==> config.mk <==
export PLATFORM = sky130hd
export DESIGN_NAME = reg_file_burst
export DESIGN_NICKNAME = d
export VERILOG_FILES = /design/src/rtl/rf_pkg.sv /design/src/rtl/rf_burst_ctrl.sv /design/src/rtl/reg_file_burst.sv
export SDC_FILE = /design/constraint.sdc
export NUM_CORES = 1
export LEC_CHECK = 0
export BUFFER_PORTS_ARGS = -buffer_cell sky130_fd_sc_hd__buf_2
export CORE_AREA = 2 2 162 100
export CTS_BUF_LIST = sky130_fd_sc_hd__clkbuf_8 sky130_fd_sc_hd__clkbuf_16
export DETAILED_ROUTE_END_ITERATION = 8
export DIE_AREA = 0 0 164 102
export PLACE_DENSITY_LB_ADDON = 0.1
export SLEW_MARGIN = 20
export SYNTH_ARGS = -nofsm -noshare
export SYNTH_HDL_FRONTEND = slang
export SYNTH_HIERARCHICAL = 1
export SYNTH_SLANG_ARGS = --single-unit
==> constraint.sdc <==
create_clock -name CLK -period 2.45 [get_ports CLK]
set_clock_uncertainty 0.2 [all_clocks]
set_input_delay 0.6125 -clock CLK [delete_from_list [all_inputs] [get_ports CLK]]
set_output_delay 0.6125 -clock CLK [all_outputs]
set_load 0.01 [all_outputs]
==> src/rtl/rf_pkg.sv <==
// Shared defaults, register map and FSM state type for the burst register file.
// Latency: n/a (declarations only).
// Backpressure: n/a.
package rf_pkg;

   localparam int RF_WIDTH = 8;
   localparam int RF_DEPTH = 16;
   localparam int RF_ADDR  = 4;
   localparam int RF_BURST_W = 3;

   // Register map of the exported configuration words
   localparam int REG_ALU_A     = 0;
   localparam int REG_ALU_B     = 1;
   localparam int REG_UART_CFG  = 2;
   localparam int REG_DIV_RATIO = 3;

   // UART config: parity enable + prescale 32; divider ratio 32
   localparam logic [7:0] REG2_RST_DEF = 8'b1000_0001;
   localparam logic [7:0] REG3_RST_DEF = 8'd32;

   typedef enum logic {IDLE = 1'b0, BURST = 1'b1} rfState_t;

endpackage

==> src/rtl/rf_burst_ctrl.sv <==
// Read sequencer: FSM, wrapping read pointer and remaining-beat counter.
// Latency: read address/take strobe combinational; valid strobe registered (1 cycle).
// Backpressure: none; RdEn during a burst is ignored, writes take priority in IDLE.
module rf_burst_ctrl
   import rf_pkg::*;
#(
   parameter int ADDR    = RF_ADDR,
   parameter int BURST_W = RF_BURST_W
) (
   input  logic               CLK,
   input  logic               RST,
   input  logic               WrEn,
   input  logic               RdEn,
   input  logic [ADDR-1:0]    Address,
   input  logic [BURST_W-1:0] BurstLen,
   output logic [ADDR-1:0]    rdAddr,
   output logic               rdTake,
   output logic               rdValid,
   output logic               Busy
);

   rfState_t           state, nextState;
   logic [ADDR-1:0]    ptr, nextPtr;
   logic [BURST_W-1:0] remaining, nextRemaining;

   // State, pointer, counter and valid strobe registers with synchronous reset
   always_ff @(posedge CLK) begin
      if (!RST) begin
         state     <= IDLE;
         ptr       <= '0;
         remaining <= '0;
         rdValid   <= 1'b0;
      end else begin
         state     <= nextState;
         ptr       <= nextPtr;
         remaining <= nextRemaining;
         rdValid   <= rdTake;
      end
   end

   // Next-state: start a read only when no write competes; a burst walks ptr until one beat is left
   always_comb begin
      nextState     = state;
      nextPtr       = ptr;
      nextRemaining = remaining;
      case (state)
         IDLE: begin
            if (RdEn && !WrEn) begin
               nextPtr       = Address + ADDR'(1);
               nextRemaining = BurstLen;
               if (BurstLen != '0) nextState = BURST;
            end
         end
         BURST: begin
            nextPtr       = ptr + ADDR'(1);
            nextRemaining = remaining - BURST_W'(1);
            if (remaining == BURST_W'(1)) nextState = IDLE;
         end
         default: nextState = IDLE;
      endcase
   end

   // Outputs: the first beat reads the request address directly, later beats read ptr
   always_comb begin
      rdAddr = Address;
      rdTake = 1'b0;
      Busy   = 1'b0;
      if (state == BURST) begin
         rdAddr = ptr;
         rdTake = 1'b1;
         Busy   = 1'b1;
      end else begin
         rdTake = RdEn && !WrEn;
      end
   end

endmodule

==> src/rtl/reg_file_burst.sv <==
// DEPTH x WIDTH register file with single writes and wrapping burst reads; regs 0-3 exported.
// Latency: read data 1 cycle after RdEn; burst of N gives N back-to-back valid beats.
// Backpressure: none; optional write protection under macro RF_WR_PROTECT_EN (adds WP_MASK, WrErr).
module reg_file_burst
   import rf_pkg::*;
#(
   parameter int               WIDTH    = RF_WIDTH,
   parameter int               DEPTH    = RF_DEPTH,
   parameter int               ADDR     = RF_ADDR,
   parameter int               BURST_W  = RF_BURST_W,
   parameter logic [WIDTH-1:0] REG2_RST = WIDTH'(REG2_RST_DEF),
   parameter logic [WIDTH-1:0] REG3_RST = WIDTH'(REG3_RST_DEF)
`ifdef RF_WR_PROTECT_EN
   ,
   parameter logic [DEPTH-1:0] WP_MASK  = '0
`endif
) (
   input  logic               CLK,
   input  logic               RST,
   input  logic               WrEn,
   input  logic               RdEn,
   input  logic [ADDR-1:0]    Address,
   input  logic [WIDTH-1:0]   WrData,
   input  logic [BURST_W-1:0] BurstLen,
   output logic [WIDTH-1:0]   RdData,
   output logic               RdData_Valid,
   output logic               Busy,
`ifdef RF_WR_PROTECT_EN
   output logic               WrErr,
`endif
   output logic [WIDTH-1:0]   REG0,
   output logic [WIDTH-1:0]   REG1,
   output logic [WIDTH-1:0]   REG2,
   output logic [WIDTH-1:0]   REG3
);

   logic [WIDTH-1:0] mem [DEPTH];
   logic [ADDR-1:0]  rdAddr;
   logic             rdTake;
   logic             wrAccept;

   rf_burst_ctrl #(
      .ADDR    (ADDR),
      .BURST_W (BURST_W)
   ) uCtrl (
      .CLK      (CLK),
      .RST      (RST),
      .WrEn     (WrEn),
      .RdEn     (RdEn),
      .Address  (Address),
      .BurstLen (BurstLen),
      .rdAddr   (rdAddr),
      .rdTake   (rdTake),
      .rdValid  (RdData_Valid),
      .Busy     (Busy)
   );

`ifdef RF_WR_PROTECT_EN
   assign wrAccept = WrEn && !WP_MASK[Address];

   // One-cycle error pulse after a write that hit a protected address
   always_ff @(posedge CLK) begin
      if (!RST) WrErr <= 1'b0;
      else      WrErr <= WrEn && WP_MASK[Address];
   end
`else
   assign wrAccept = WrEn;
`endif

   // Storage: reset to the configuration defaults, otherwise accept writes in any FSM state
   always_ff @(posedge CLK) begin
      if (!RST) begin
         for (int i = 0; i < DEPTH; i++) begin
            if (i == REG_UART_CFG)       mem[i] <= REG2_RST;
            else if (i == REG_DIV_RATIO) mem[i] <= REG3_RST;
            else                         mem[i] <= '0;
         end
      end else if (wrAccept) begin
         mem[Address] <= WrData;
      end
   end

   // Read data register: samples the pre-write contents, so a same-cycle write is seen only later
   always_ff @(posedge CLK) begin
      if (!RST)        RdData <= '0;
      else if (rdTake) RdData <= mem[rdAddr];
   end

   assign REG0 = mem[REG_ALU_A];
   assign REG1 = mem[REG_ALU_B];
   assign REG2 = mem[REG_UART_CFG];
   assign REG3 = mem[REG_DIV_RATIO];

endmodule

==> run metrics, run 1 <==
outcome=complete, no violations; First DRT Iteration DRCs=394; Antenna Violating Nets Remaining=0; met1 Resource Use GR=0.342; CTS sink cnt=145; number of antenna violations at the first check in global routing=0; final worst-path cycle share=0.951; Compound-Gate Fraction of Synth Area=0.0583; area of placed instances=0.00751 mm²; total congestion overflow=0; HPWL after detailed placement=between 10000 and 15000 µm; placeable core region=approximately 0.015 mm²; global routing usage on met2=0.330; Worst Path Arrival=between 2 and 2.5 ns; peak ir drop on the vdd network=0.000427 V; Die Area=0.0167 mm²; Hold Path Class=flip-flop to flip-flop; Routed Wire Length=approximately 18000 µm; post-route non-filler standard cell count=839; critical path buffer and inverter count=1; most used cell along the critical path=sky130_fd_sc_hd__nand3_1; H-tree levels=4; relative contribution of combinational cells to total power=0.105; Largest delay share family, worst path=simple AND/OR/NAND/NOR gates; Rows=35; Max-Slew Margin vs Limit=0.551; via count normalized by instance count=5.37; worst-case setup slack after placement=-0.199 ns; CP Max Fanout=16; Area Overhead vs Synth=20.8%; leading cell types by count after synthesis=sky130_fd_sc_hd__and2_1 (128), sky130_fd_sc_hd__edfxtp_1 (128), sky130_fd_sc_hd__mux2i_1 (64), sky130_fd_sc_hd__nand2_1 (26), sky130_fd_sc_hd__nand3_1 (26); Leakage Power=roughly 3.2 nW; post-layout minimum cycle time=2.33 ns; Fmax=0.429 GHz; biggest area contributors in the synthesized netlist=sky130_fd_sc_hd__edfxtp_1 (57%), sky130_fd_sc_hd__and2_1 (12%), sky130_fd_sc_hd__mux2i_1 (9.5%); Max stage delay on crit path=between 0.4 and 0.5 ns; pins over their slew limit=0; horizontal die dimension=164 µm; vias after detailed routing=4506; crit end category=flip-flop; proportion of power drawn by flip-flops and latches=0.450; fraction of synthesized cell area in xor and xnor cells=0.00259; global-route wire length before repair=26900 µm; pin count of the biggest net entering global routing=26; overall fraction of global-route tracks in use=0.224; crit-path cells=mux2_2 -> buf_4 -> and2_1 -> a22oi_1 -> nand3_1 -> nand3_1; startpoint class of the critical path=flip-flop; part of the Yosys area used for sequential elements=0.618; data required time at the worst endpoint=2.61 ns; sum of internal, switching and leakage power=6.47 mW; Max Root-Sink Buffers=2; initial core utilization=0.445; area of the mapped netlist=approximately 0.0068 mm²; FF+latch count, synth=145; number of flops mapped to enable cells by yosys=128; most used routing layer in global routing=met1; fraction of met3 tracks used by global routing=0.0373; share of total power in the clock network=0.445; Hold Violations, Final=0; num ports=61; net count after synthesis=555; clock-pin transition on the worst setup and hold timing paths=0.06 ns; Net Switching=~1.6 mW; final routed DRC violation total=0; share of cell area taken by muxes after synthesis=0.100; CTS root buffer=sky130_fd_sc_hd__clkbuf_16; arithmetic-cell share of the synthesized area counting full adders, half adders and majority gates=0.00555; number of detailed-routing iterations run before antenna repair=4; global placement routability congestion=0.791; layout net count=645; clock tree from TritonCTS=built; area share of the largest cell type after synthesis=0.568; Num CTS Buffers=17; power per cell area=about 790 mW/mm²; Clock Latency Late Sink=0.42 ns; simple-gate portion of the synthesized area=0.191; vias in the first global route=approximately 4500; number of antenna diodes=0; biggest area consumer among synthesized cells=sky130_fd_sc_hd__edfxtp_1; number of maximum-capacitance constraint violations=0; setup_tns=0 ns; Async S/R FF share, synth=0; Post-Route Hold Slack=roughly 0.28 ns; Setup-failing EPs final=0; share of cells above drive strength 1=0.228; slowest stage cell, crit path=sky130_fd_sc_hd__dfxtp_1; number of warning messages in the yosys log=6; syn_area_per_cell=12.7 µm²; switching share of power=0.240; number of different library cells in the post-synthesis netlist=42; number of buffers inserted by port buffering=60; count of mapped cells out of synthesis=533; main combinational cell family by area after synthesis=simple AND/OR/NAND/NOR gates; flip-flop cell with the highest count after synthesis=sky130_fd_sc_hd__edfxtp_1; post-route cell area=around 0.0082 mm²; total internal power=slightly below 5 mW; final core utilization=0.538; category of the critical setup timing path=flip-flop to flip-flop; number of buffers added to fix hold violations after cts=0; mean routed wirelength per cell=21.0 µm; worst-margin pin slew=0.671 ns; height of the chip=102 µm; unrepaired setup endpoints after global routing=false; post-route worst setup slack=0.121 ns; Cells after DPL=~800
[layout by cell type, fill, tap and decap left out, drive strengths merged, types with 7 or more instances in the layout]
master	netlist	final
and2	128	128
edfxtp	128	128
buf	13	99
mux2i	64	64
nand2	26	26
nand3	26	26
a22oi	24	24
dfxtp	17	17
o21ai	17	17
clkbuf	15	17
nor2	17	17
a21oi	10	10
inv	5	9
nand2b	7	7
[final timing paths]
path              cells past startpoint        end  slack [ns]        start
setup / recovery                      6  RdData[1]        0.12  uCtrl/state
hold / removal                        2  RdData[4]        0.28    RdData[4]
hold reg to reg                       2  RdData[4]        0.28    RdData[4]
setup reg to reg                      6  RdData[1]        0.12  uCtrl/state
[per-layer routing]
layer | wire length, µm | vias to the layer above
met5 | 0 | -
li1 | - | 2107
met3 | 951 | 13
met1 | 9020 | 2248
met2 | 7500 | 138
met4 | 174 | 0
[power groups by stage]
stage | clock network [mW] | logic [mW] | registers [mW]
final | 2.88 | 0.679 | 2.92
after floorplan | 0 | 0.365 | 2.97
after CTS | 2.91 | 0.679 | 2.92
after global placement | 0 | 0.672 | 2.96
after global routing | 3.00 | 0.732 | 2.93
after detailed placement | 0 | 0.677 | 2.97
[timing repair]
item,in CTS,in global routing
buffers inserted,0,0
resized for setup,1,0
endpoints found under the setup margin,4,0
[state kept, by name, summed over array words and instances (netlist names)]
name / count
uCtrl/ptr: 4
uCtrl/state: 1
uCtrl/rdValid: 1
RdData: 8
mem: 128
uCtrl/remaining: 3
[area by class of cell]
class                   count  area (µm²)
fillers                  1276        7020
flip-flops and latches    145        4180
multi-input cells         355        2430
repair buffers             99         631
clock buffers              17         425
well taps                 203         254
clock inverters            15         233
inverters                   5        18.8
[worst register-to-register path, delay by kind of cell (launching register included)]
family	cells	cell delay, ns
and+or+nand+nor	3	0.60
DFF	1	0.48
AOI/OAI and AO/OA	1	0.45
muxes	1	0.40
buffers and inverters	1	0.15
[logic make-up (layout without fill, tap and decap cells)]
logic type               Yosys count  after routing
AND/OR/NAND/NOR                  222            222
flip-flops                       145            145
multiplexers                      67             67
AO/OA/AOI/OAI                     61             61
buffers and inverters             33            136
adder cells (fa/ha/maj)            3              3
XOR/XNOR                           2              2
Power figures use the tool's default switching activity.
==> run 2: changes to the inputs <==
==> constraint.sdc (replaced) <==
create_clock -name CLK -period 2.2 [get_ports CLK]
set_clock_uncertainty 0.2 [all_clocks]
set_input_delay 0.55 -clock CLK [delete_from_list [all_inputs] [get_ports CLK]]
set_output_delay 0.55 -clock CLK [all_outputs]
set_load 0.01 [all_outputs]
==> run metrics, run 2 (synthesis gave the netlist of run 1 again) <==
count of instances resized after the clock tree is built=0; Antenna Violating Nets Remaining=0; setup_tns=0 ns; horizontal die dimension=164 µm; overall fraction of global-route tracks in use=0.234; crit-path cells=mux2_2 -> and2_1 -> buf_12 -> a22oi_1 -> nand3_1 -> nand3_1; pin count of the biggest net entering global routing=26; Clock Latency Late Sink=~0.42 ns; post-route cell area=0.00829 mm²; Die Area=between 0.015 and 0.02 mm²; power per cell area=868 mW/mm²; Worst Path Arrival=2.22 ns; Max-Slew Margin vs Limit=0.409; worst-case setup slack after placement=-0.138 ns; num ports=between 60 and 70; number of buffers inserted by port buffering=60; Num CTS Buffers=17; commonest non-fill, non-tap cells in the layout=sky130_fd_sc_hd__and2_1 (128), sky130_fd_sc_hd__edfxtp_1 (128), sky130_fd_sc_hd__mux2i_1 (64); H-tree levels=4; share of cells above drive strength 1=0.241; CTS sink cnt=~150; peak ir drop on the vdd network=0.000419 V; Max Root-Sink Buffers=2; final routed DRC violation total=0; Fmax=about 0.48 GHz; layout net count=approximately 660; crit end category=flip-flop; Leakage Power=3.28 nW; slowest stage cell, crit path=sky130_fd_sc_hd__dfxtp_2; top flop regs=mem (128), RdData (8), uCtrl/ptr (4); area of placed instances=0.00765 mm²; number of maximum-capacitance constraint violations=0; global-route wire length before repair=27900 µm; final core utilization=0.546; worst-margin pin slew=0.885 ns; Max stage delay on crit path=0.41 ns; sum of internal, switching and leakage power=between 7 and 8 mW; Hold Violations, Final=0; most used cell along the critical path=sky130_fd_sc_hd__nand3_1; number of antenna violations at the first check in global routing=1; HPWL after detailed placement=13300 µm; Reg with most FFs=mem; post-route non-filler standard cell count=851; unrepaired setup endpoints after global routing=false; Area Overhead vs Synth=22.6%; Hold Path Class=flip-flop to flip-flop; clock-pin transition on the worst setup and hold timing paths=0.06 ns; flip-flop count of the largest register, all copies and words added=about 130; CTS root buffer=sky130_fd_sc_hd__clkbuf_16; outcome=complete, no violations; Routed Wire Length=18500 µm; pins over their slew limit=0; final worst-path cycle share=0.937; mean routed wirelength per cell=roughly 22 µm; Setup-failing EPs final=0; data required time at the worst endpoint=~2.4 ns; via count normalized by instance count=~5.4; number of buffers added to fix hold violations after cts=0; number of buffers inserted by post-CTS setup repair=0; category of the critical setup timing path=flip-flop to flip-flop; vias after detailed routing=4621; number of detailed-routing iterations run before antenna repair=5; Post-Route Hold Slack=0.274 ns; vias in the first global route=around 4500; layout filler cell count=1269; Cells after DPL=820; placeable core region=0.0152 mm²; initial core utilization=0.445; Rows=35; number of antenna diodes=0; total congestion overflow=0; startpoint class of the critical path=flip-flop; height of the chip=102 µm; CP Max Fanout=9; global placement routability congestion=0.852; clock tree from TritonCTS=built; post-route worst setup slack=around 0.14 ns; post-layout minimum cycle time=2.06 ns; First DRT Iteration DRCs=roughly 470
run 2: layout make-up:
type	count	area [µm²]	area share
inverter	5	18.8	0.00226
tap	203	254	0.0306
timing repair buffer	112	769	0.0928
sequential	145	4190	0.505
clock inverter	14	215	0.0259
clock buffer	17	425	0.0513
multi-input combinational	355	2430	0.293
run 2: final timing paths:
kind,to,slack [ns],cells past startpoint,startpoint
setup / recovery,RdData[4],0.14,6,uCtrl/state
setup reg to reg,RdData[4],0.14,6,uCtrl/state
hold / removal,RdData[6],0.27,2,RdData[6]
hold reg to reg,RdData[6],0.27,2,RdData[6]
run 2: layer usage:
layer / up-vias / track usage / part of all wire
met1: 2287 / 0.374 / 0.50
li1: 2135 / - / -
met2: 189 / 0.327 / 0.40
met5: - / 0 / 0
met3: 10 / 0.0438 / 0.087
met4: 0 / 0.0506 / 0.0064
run 2: critical path: cells and delay by family, from the launching register on:
kind	cells	cell delay, ns
and+or+nand+nor	3	0.54
DFF	1	0.41
muxes	1	0.40
AOI/OAI and AO/OA	1	0.24
buffers and inverters	1	0.21
run 2: report_power, final:
part / internal, mW / switching [mW]
registers: 3.17 / 0.0915
logic: 0.317 / 0.472
clock network: 2.01 / 1.14
total: 5.49 / 1.71
